--- src/rtl/siggen_mode_ctrl.sv ---
// Signal generator front-panel controller: debounces buttons and switches, and sequences
// reconfiguration of the waveform datapath as disable -> drain -> load config -> enable.

module siggen_btn_db #(
    parameter int DEBOUNCE_CYCLES = 1_250_000
) (
    input  logic clk,
    input  logic rst_n,
    input  logic raw,
    output logic stable
);
    localparam int              CW      = $clog2(DEBOUNCE_CYCLES + 1);
    localparam logic [CW-1:0]   CNT_MAX = CW'(DEBOUNCE_CYCLES - 1);

    logic          s1, s2;
    logic [CW-1:0] cnt;

    // The counter only runs while the synchronized level disagrees with the accepted one.
    always_ff @(posedge clk or negedge rst_n) begin
        if (!rst_n) begin
            s1     <= 1'b0;
            s2     <= 1'b0;
            cnt    <= '0;
            stable <= 1'b0;
        end else begin
            s1 <= raw;
            s2 <= s1;
            if (s2 == stable) begin
                cnt <= '0;
            end else if (cnt == CNT_MAX) begin
                stable <= s2;
                cnt    <= '0;
            end else begin
                cnt <= cnt + 1'b1;
            end
        end
    end
endmodule

module siggen_mode_ctrl #(
    parameter int DEBOUNCE_CYCLES = 1_250_000,
    parameter int BASE_DIV        = 125_000,
    parameter int DRAIN_TIMEOUT   = 1024
) (
    input  logic        clk,
    input  logic        rst_n,
    input  logic [7:0]  sw,
    input  logic [3:0]  btn,
    input  logic        gen_busy,
    input  logic        cfg_ready,
    output logic        cfg_valid,
    output logic [1:0]  wave_sel,
    output logic [29:0] half_period,
    output logic        gen_en,
    output logic [3:0]  mode_led,
    output logic        drain_fault
);
    localparam int            NUM_BTN   = 4;
    localparam int            CW        = $clog2(DEBOUNCE_CYCLES + 1);
    localparam logic [CW-1:0] CNT_MAX   = CW'(DEBOUNCE_CYCLES - 1);
    localparam int            TW        = $clog2(DRAIN_TIMEOUT + 1);
    localparam logic [TW-1:0] DRAIN_MAX = TW'(DRAIN_TIMEOUT - 1);
    localparam logic [29:0]   BASE      = 30'(BASE_DIV);
    localparam logic [1:0]    WAVE_OFF  = 2'b11;

    typedef enum logic [1:0] {S_OFF, S_LOAD, S_RUN, S_DRAIN} state_t;
    typedef struct packed {
        logic [1:0]  wave;
        logic [29:0] half;
    } cfg_t;

    state_t               state, state_nxt;
    cfg_t                 cfg_q;
    logic [NUM_BTN-1:0]   btn_stb, btn_stb_d, press;
    logic [7:0]           sw_s1, sw_s2, sw_latched;
    logic [CW-1:0]        sw_cnt;
    logic                 sw_evt;
    logic [1:0]           pending_sel, pend_nxt, ev_idx, ev_tgt;
    logic                 pending_dirty, dirty_nxt;
    logic                 ev_press, ev_any, load_go, off_go, timeout_hit;
    logic [TW-1:0]        drain_cnt;
    logic [8:0]           sw_p1;
    logic [29:0]          half_nxt;

    genvar gi;
    generate
        for (gi = 0; gi < NUM_BTN; gi++) begin : g_btn
            siggen_btn_db #(.DEBOUNCE_CYCLES(DEBOUNCE_CYCLES)) u_db (
                .clk    (clk),
                .rst_n  (rst_n),
                .raw    (btn[gi]),
                .stable (btn_stb[gi])
            );
        end
    endgenerate

    // Shared switch counter restarts whenever the word is still moving or matches the latch.
    always_ff @(posedge clk or negedge rst_n) begin
        if (!rst_n) begin
            sw_s1      <= '0;
            sw_s2      <= '0;
            sw_cnt     <= '0;
            sw_latched <= '0;
            sw_evt     <= 1'b0;
        end else begin
            sw_s1  <= sw;
            sw_s2  <= sw_s1;
            sw_evt <= 1'b0;
            if (sw_s2 == sw_latched || sw_s1 != sw_s2) begin
                sw_cnt <= '0;
            end else if (sw_cnt == CNT_MAX) begin
                sw_latched <= sw_s2;
                sw_evt     <= 1'b1;
                sw_cnt     <= '0;
            end else begin
                sw_cnt <= sw_cnt + 1'b1;
            end
        end
    end

    assign press    = btn_stb & ~btn_stb_d;
    assign ev_press = |press;
    assign ev_any   = ev_press | sw_evt;
    assign ev_tgt   = ev_press ? ev_idx : pending_sel;
    assign sw_p1    = {1'b0, sw_latched} + 9'd1;
    assign half_nxt = {21'd0, sw_p1} * BASE;

    always_comb begin
        ev_idx = 2'd0;
        for (int i = NUM_BTN - 1; i >= 0; i--) begin
            if (press[i]) ev_idx = 2'(i);
        end
    end

    always_comb begin
        state_nxt   = state;
        pend_nxt    = pending_sel;
        dirty_nxt   = pending_dirty;
        load_go     = 1'b0;
        off_go      = 1'b0;
        timeout_hit = 1'b0;
        case (state)
            S_OFF: begin
                if (ev_press && ev_idx != WAVE_OFF) begin
                    pend_nxt  = ev_idx;
                    load_go   = 1'b1;
                    state_nxt = S_LOAD;
                end
            end
            S_LOAD: begin
                if (ev_any) begin
                    pend_nxt  = ev_tgt;
                    dirty_nxt = 1'b1;
                end
                if (cfg_ready) state_nxt = dirty_nxt ? S_DRAIN : S_RUN;
            end
            S_RUN: begin
                // Re-pressing the running wave is a no-op unless the period moved too.
                if (ev_any && !(ev_press && ev_idx == cfg_q.wave && !sw_evt)) begin
                    pend_nxt  = ev_tgt;
                    dirty_nxt = 1'b1;
                    state_nxt = S_DRAIN;
                end
            end
            S_DRAIN: begin
                if (ev_any) begin
                    pend_nxt  = ev_tgt;
                    dirty_nxt = 1'b1;
                end
                if (!gen_busy || drain_cnt == DRAIN_MAX) begin
                    timeout_hit = gen_busy;
                    if (pend_nxt == WAVE_OFF) begin
                        state_nxt = S_OFF;
                        off_go    = 1'b1;
                    end else begin
                        state_nxt = S_LOAD;
                        load_go   = 1'b1;
                    end
                end
            end
            default: state_nxt = S_OFF;
        endcase
    end

    always_ff @(posedge clk or negedge rst_n) begin
        if (!rst_n) begin
            state         <= S_OFF;
            cfg_q         <= '{wave: WAVE_OFF, half: BASE};
            pending_sel   <= WAVE_OFF;
            pending_dirty <= 1'b0;
            drain_cnt     <= '0;
            drain_fault   <= 1'b0;
            btn_stb_d     <= '0;
        end else begin
            state         <= state_nxt;
            btn_stb_d     <= btn_stb;
            pending_sel   <= pend_nxt;
            pending_dirty <= dirty_nxt;
            drain_cnt     <= (state == S_DRAIN) ? drain_cnt + 1'b1 : '0;
            if (timeout_hit) drain_fault <= 1'b1;
            // Config is captured only on LOAD entry so it stays frozen through the handshake.
            if (load_go) begin
                cfg_q         <= '{wave: pend_nxt, half: half_nxt};
                pending_dirty <= 1'b0;
            end else if (off_go) begin
                cfg_q.wave    <= WAVE_OFF;
                pending_dirty <= 1'b0;
            end
        end
    end

    assign cfg_valid   = (state == S_LOAD);
    assign gen_en      = (state == S_RUN);
    assign wave_sel    = cfg_q.wave;
    assign half_period = cfg_q.half;
    assign mode_led    = 4'b0001 << cfg_q.wave;
endmodule

--- config.mk ---
export PLATFORM = sky130hd
export DESIGN_NAME = siggen_mode_ctrl
export DESIGN_NICKNAME = d
export VERILOG_FILES = /design/src/rtl/siggen_mode_ctrl.sv
export SDC_FILE = /design/constraint.sdc
export NUM_CORES = 1
export LEC_CHECK = 0
export ABC_AREA = 1
export CAP_MARGIN = 25
export CORE_ASPECT_RATIO = 0.75
export CORE_MARGIN = 10
export CORE_UTILIZATION = 36
export CTS_BUF_LIST = sky130_fd_sc_hd__clkbuf_8
export DETAILED_ROUTE_END_ITERATION = 10
export GPL_TIMING_DRIVEN = 0
export PLACE_DENSITY_LB_ADDON = 0.1
export SYNTH_ARGS = -nofsm -noshare
export SYNTH_HDL_FRONTEND = slang
export SYNTH_SLANG_ARGS = --single-unit
--- constraint.sdc ---
create_clock -name clk -period 5.37 [get_ports clk]
set_input_delay 0.8055 -clock clk [delete_from_list [all_inputs] [get_ports clk]]
set_output_delay 0.8055 -clock clk [all_outputs]
set_load 0.02 [all_outputs]
# ---- After elaboration in Yosys (flattened, before gate mapping)
# Cells that the tools add are included.
dict set report totals {
  output_inout_bits 39
  inputBits 16
  ff_bits 188
  wordCells 136
}
dict set report classes {
  n_reduce_logical 20
  n_mux 47
  shift 1
  n_eq_ne 23
  n_addsub 7
  mul 1
  bitwise_logic 8
}
# cell count
set op_table {}
lappend op_table {{21-bit 2-to-1 mux} 10}
lappend op_table {{21-bit by 1-bit adder with 21-bit output, second input constant} 5}
lappend op_table {{21-bit equality test, second input constant} 5}
lappend op_table {{2-bit 2-to-1 mux} 15}
lappend op_table {{9-bit by 14-bit multiplier with 23-bit output, second input constant} 1}
lappend op_table {{1-bit 2-to-1 mux} 17}
lappend op_table {{2-bit one-hot mux with 4 select lines} 2}
lappend op_table {{2-bit AND reduction} 6}
lappend op_table {{11-bit by 1-bit adder with 11-bit output, second input constant} 1}
lappend op_table {{11-bit by 10-bit equality test with 1-bit output, second input constant} 1}
lappend op_table {{11-bit 2-to-1 mux} 1}
lappend op_table {{8-bit by 1-bit adder with 9-bit output, second input constant} 1}
lappend op_table {{8-bit equality test} 1}
lappend op_table {{2-bit inequality test, second input constant} 4}
lappend op_table {{8-bit inequality test} 1}
lappend op_table {{2-bit equality test, second input constant} 3}
lappend op_table {{1-bit NOT} 5}
lappend op_table {{5-bit nonzero test} 1}
lappend op_table {{4-bit bitwise AND} 1}
lappend op_table {{1-bit equality test} 4}
lappend op_table {{1-bit logical AND} 4}
lappend op_table {{4-bit by 1-bit inequality test with 1-bit output, second input constant} 1}
lappend op_table {{4-bit NOT} 1}
lappend op_table {{4-bit AND reduction} 1}
lappend op_table {{12 further kinds} 15}

# ---- Logic depth before layout (Yosys ltp)
dict set report depth {
  word_depth 15
  ltp_mapped 23
  mapped_depth_nobuf 23
}

# ---- Hierarchy
# Synthesis repeated with hierarchy kept, for this count alone.
dict set report unflattened {
  cells_unflattened 1440
  hier_area_um2 11571.1
}
# module seq_area_each_um2 instances cells_per_inst area_per_inst_um2
set by_module_without_submodules {}
lappend by_module_without_submodules {siggen_mode_ctrl 2316.0 1 740 6301.0}
lappend by_module_without_submodules {siggen_btn_db 600.6 4 175 1317.5}

# ---- Worst setup path before layout
# OpenSTA, ideal clock, no wires.
dict set report synth_timing {
  path_type {reg2reg}
  startpoint {reg sw_latched[0]}
  endpoint {reg cfg_q (netlist bit half_period[25])}
  arrival_time_ns 4.349
  setup_ns 0.126
  path_buffers 1
  stages_incl_launch_ff 21
  period_less_slack_ns 4.475
  path_slack_ns 0.895
  t_required_ns 5.244
  cell_sequence {dfrtp_1 buf_2 nand2_1 nor4_4 nand3_1 xor2_1 inv_1 fa_1 ha_1 xor2_1 fa_1 ha_1 ha_1 nand2_1 inv_1 nand3_1 nor2_1 nand4_1 nand3_1 xor2_1 o21ai_0}
}
dict set report synth_via {
  elab_chain_cells 2
}
# element line_no
set synth_rtl {}
lappend synth_rtl {{from (decl)} 75} ;# logic [7:0] sw_s1, sw_s2, sw_latched;
lappend synth_rtl {{from (signal assigned)} 112} ;# sw_latched <= sw_s2;
lappend synth_rtl {{8-bit by 1-bit adder with 9-bit output} 125} ;# assign sw_p1 = {1'b0, sw_latched} + 9'd1;
lappend synth_rtl {{9-bit by 14-bit multiplier with 23-bit output} 126} ;# assign half_nxt = {21'd0, sw_p1} * BASE;
lappend synth_rtl {{to (signal assigned)} 188} ;# cfg_q <= '{wave: WAVE_OFF, half: BASE};
lappend synth_rtl {{to (signal assigned)} 203} ;# cfg_q <= '{wave: pend_nxt, half: half_nxt};
lappend synth_rtl {{to (decl)} 73} ;# cfg_t cfg_q;
# No other way between the ends.
# A chain may end at the register's enable or synchronous reset.

# ---- Worst setup path after layout
# Ends and elaborated chain as after synthesis.

==> summary by stage <==
Run status
The run finished with clean final reports.

Setup path
The slowest library cell on the worst path is sky130_fd_sc_hd__fa_1. The worst setup path is captured at a register. Of all nets on the critical path, the largest fanout is 9. The critical path goes through buf_2 -> nand2_1 -> nor4_4 -> nand3_1 -> xor2_2 -> inv_1 -> fa_1 -> ha_1 -> xor2_1 -> fa_1 -> ha_1 -> ha_1 -> nand2_1 -> inv_1 -> nand3_1 -> nor2_1 -> nand4_1 -> nand3_1 -> xor2_1 -> o21ai_0. The kind of critical path is reg2reg.

For this run, the slowest stage of the critical path takes 520 ps. Data arrives at the worst endpoint at 5340 ps. The data required time of the worst path is approximately 5700 ps. The startpoint kind of the worst setup timing path is a register.

Detailed routing
For this block, the via count after detailed routing is 8758. The average vias per placed instance is approximately 4.7. In the routed design, unresolved DRC markers number 0. The routed wire length is 25400 um. The post-detailed-route wirelength per cell is 13.6 um. The first detailed-routing pass took 4 iterations. The post-route antenna net violation count is 0. The detailed router's first-iteration violation count is 550.

Timing
Setup repair after global routing left no endpoint under its margin. Static timing analysis puts the maximum clock frequency at 201 MHz. In the final timing run, aggregate negative setup slack is 0 ps.

The count of pins over their slew limit was 0. The actual slew at the worst max-slew pin is ~700 ps. Setup slack on the critical path of the routed design comes to 398 ps. The clock arrives with about 13 ps of skew. The worst slew margin relative to its limit is a little over half. Setup violations remaining at the end of the flow were counted as 0. Final hold analysis gives a worst-case slack of 281 ps. The final period utilization is 92.6%. The time the worst path needs with I/O delays and setup is a little under 5000 ps.

The number of failing hold endpoints at the final stage is 0.

Placement
The count of buffers added on input and output ports is 47. The HPWL after detailed placement is between 15000 and 20000 um. Counting tap cells, the placed design contains a total of 1832 instances. Routability-driven placement finished with a final weighted congestion of 0.850. OpenSTA, run right after detailed placement, puts the worst setup slack at 262 ps.

Pwr
Total power for the finished layout comes to 0.00244 W. Power spread over the standard cell area amounts to 189 nW/um^2. Across the VDD grid, the largest voltage drop is about 0.12 mV. In this run the static leakage power is 6.10 nW.

Yosys
The multiplexer share of the synthesized area is 0.394%. After synthesis, the most frequently instantiated cells are sky130_fd_sc_hd__nand2_1, sky130_fd_sc_hd__inv_1, sky130_fd_sc_hd__dfrtp_1, sky130_fd_sc_hd__nor2_1, sky130_fd_sc_hd__ha_1. In the post-synthesis netlist, the biggest area contributors are sky130_fd_sc_hd__dfrtp_1, sky130_fd_sc_hd__nand2_1, sky130_fd_sc_hd__ha_1, sky130_fd_sc_hd__inv_1, sky130_fd_sc_hd__nor2_1. The register area share after synthesis is 41.2%. The synthesized area per cell is 8.34 sq um. The cell count after synthesis came out at 1372. After synthesis the netlist holds a flip-flop and latch count of between 150 and 200. Of the total synthesized cell area, the portion taken by XOR and XNOR cells is 5.35%. The area fraction in and, or, nand and nor cells after synthesis is 27.4%. The compound-gate portion of the synthesized area is 6.44%.

By instance count, the leading cell after synthesis is sky130_fd_sc_hd__nand2_1. Of all flip-flops after synthesis, the portion carrying an async set or reset was 100%. Of all cell types, the one taking the most synthesized area is sky130_fd_sc_hd__dfrtp_1. The prevailing post-synth register cell is sky130_fd_sc_hd__dfrtp_1. The number of distinct library cells after synthesis is 52. Summing every instance area after synthesis gives 11400 sq um.

Of the total synthesized cell area, the portion taken by full adders, half adders and majority gates is 11.1%. By area, the combinational part of the netlist is dominated by simple AND/OR/NAND/NOR gates. Yosys printed 0 warnings. In this run the biggest area consumer among cell types represents 38.7% of the synthesized area.

The synthesized design contains 0 enable-type register cells.

Layout
Cells with a size suffix above 1 make up 9.53% of the layout. The post-layout net count is 1553. From synthesis to final layout, the design area changed by 12.4%. 0 antenna diodes ended up in the layout.

The number of filler instances in the final layout is 3148. The final cell count without fillers is approximately 1.9k.

Global routing
Summed over all layers, the global routing overflow is 0. The number of antenna violations at the first check in global routing came to 0. The maximum number of pins on one net before global-route repair is 103. The via count of the first global-routing pass is 8550.

The wire length of the first global-routing pass is 43400 um. The overall track demand over capacity in global routing is 13.4%.

Floorplanning
In this run the standard cell core region covers around 31000 sq um. From left edge to right edge, the die measures 226 um. The row count is 56. Pin placement for this block handled 55 I/O pins.

Once the floorplan was initialized, standard cells occupied between 30% and 40% of the core. The height of the die is 174 um. The die covers 39400 sq um.

Worst hold path
The path type of the worst min-delay path is in2async.

Clock network
The TritonCTS clock tree is done. In this run the clock root is driven by a sky130_fd_sc_hd__clkbuf_8. Counting every sink on the clock net gives 188. After clock tree synthesis, the clock-pin slew on the worst setup and hold paths is 100 ps. In this run, post-CTS hold repair placed 0 buffers. The number of buffers on the longest clock path is 2. The number of clock buffers added by TritonCTS is 17. Clock latency on the worst-skew pair, taken at its later pin, is 480 ps. In this run the number of H-tree levels came out at 4.

Job
Max-cap violations in this run came to 0.
## per-layer routing
metal	track usage, %	routed length, um	vias to the layer above
li1	-	-	4576
met1	20.5	14100	4067
met2	18.5	10200	99
met3	2.77	893	16
met4	3.40	234	0
met5	0	0	-
## cells by family (layout without fill, tap and decap cells)
group | after synthesis | in the layout
other cells | 1 | 7
flops | 188 | 188
mux | 4 | 4
buf+inv | 230 | 311
simple gates | 658 | 658
xor+xnor | 69 | 69
compound gates | 132 | 132
fa+ha+maj | 90 | 90
## critical path: cells and delay by family, from the launching register on
family,cells,cell delay [ps]
buffers and inverters,3,520
DFF,1,440
xor gates and xnor gates,3,620
and+or+nand+nor,8,1160
AOI/OAI and AO/OA,1,80
adders and majority gates,5,2040
## state kept, by name, summed over array words and instances, names as in the netlist
| signal | cells |
|---|---|
| drain_fault | 1 |
| drain_cnt | 11 |
| g_btn.u_db.stable | 4 |
| sw_s1 | 8 |
| sw_s2 | 8 |
| pending_sel | 2 |
| half_period | 23 |
| g_btn.u_db.s2 | 4 |
| sw_latched | 8 |
| g_btn.u_db.s1 | 4 |
| btn_stb_d | 4 |
| state | 2 |
| sw_evt | 1 |
| wave_sel | 2 |
| pending_dirty | 1 |
| g_btn.u_db.cnt | 84 |
| sw_cnt | 21 |
## where the power goes
part           internal (W)  switching [W]  leakage [nW]
Sequential          0.00143      0.0000146          2.52
Combinational     0.0000319      0.0000639          3.39
Clock              0.000372       0.000522         0.189
## cell usage in the layout, fill, tap and decap left out, types with 8 or more instances in the layout
| cell type | synthesis | final |
|---|---|---|
| sky130_fd_sc_hd__a21oi_1 | 56 | 56 |
| sky130_fd_sc_hd__buf_4 | 9 | 11 |
| sky130_fd_sc_hd__clkbuf_8 | 0 | 18 |
| sky130_fd_sc_hd__clkdlybuf4s50_1 | 0 | 46 |
| sky130_fd_sc_hd__dfrtp_1 | 177 | 177 |
| sky130_fd_sc_hd__dfstp_2 | 11 | 11 |
| sky130_fd_sc_hd__fa_1 | 19 | 19 |
| sky130_fd_sc_hd__ha_1 | 71 | 71 |
| sky130_fd_sc_hd__inv_1 | 207 | 210 |
| sky130_fd_sc_hd__nand2_1 | 250 | 250 |
| sky130_fd_sc_hd__nand2_2 | 12 | 12 |
| sky130_fd_sc_hd__nand3_1 | 68 | 68 |
| sky130_fd_sc_hd__nand4_1 | 33 | 33 |
| sky130_fd_sc_hd__nor2_1 | 153 | 153 |
| sky130_fd_sc_hd__nor2_2 | 14 | 14 |
| sky130_fd_sc_hd__nor3_1 | 37 | 37 |
| sky130_fd_sc_hd__nor3b_1 | 8 | 8 |
| sky130_fd_sc_hd__nor4_1 | 35 | 35 |
| sky130_fd_sc_hd__o21ai_0 | 44 | 44 |
| sky130_fd_sc_hd__or2_2 | 9 | 9 |
| sky130_fd_sc_hd__xnor2_1 | 23 | 23 |
| sky130_fd_sc_hd__xor2_1 | 45 | 43 |
## cell type report
cell class	instances	area [sq um]	share of cell area (%)
well taps	406	508	3.95
clock inverters	13	103	0.798
clock buffers	18	248	1.93
plain buffers	18	124	0.963
multi-input cells	960	5850	45.5
repair buffers	50	518	4.03
inverters	212	796	6.19
flip-flops and latches	188	4720	36.7
## timing repair
| item | in CTS | in global routing |
|---|---|---|
| endpoints found under the setup margin | 0 | 4 |
| resized for setup | 0 | 2 |
| setup buffers | 0 | 2 |
## final timing paths
path                                               to  slack [ps]              from  cells after the start
worst max-delay path                  half_period[25]         400     sw_latched[0]                     20
worst min-delay path            g_btn[2].u_db.cnt[14]         280             rst_n                      1
worst max register to register        half_period[25]         400     sw_latched[0]                     20
worst min register to register       g_btn[0].u_db.s2         360  g_btn[0].u_db.s1                      0
max in group asynchronous                  sw_cnt[16]        4150             rst_n                      2
min in group clk                     g_btn[0].u_db.s2         360  g_btn[0].u_db.s1                      0
## stage by stage
step / util [%] / instance area [sq um]
after floorplan: - / 11500
after global placement: 39.7 / 12400
after detailed placement: 39.8 / 12500
after CTS: 41.0 / 12800
after global routing: 41.1 / 12900
final: 41.1 / 12900
No activity file was read; power rests on OpenSTA's default activity.
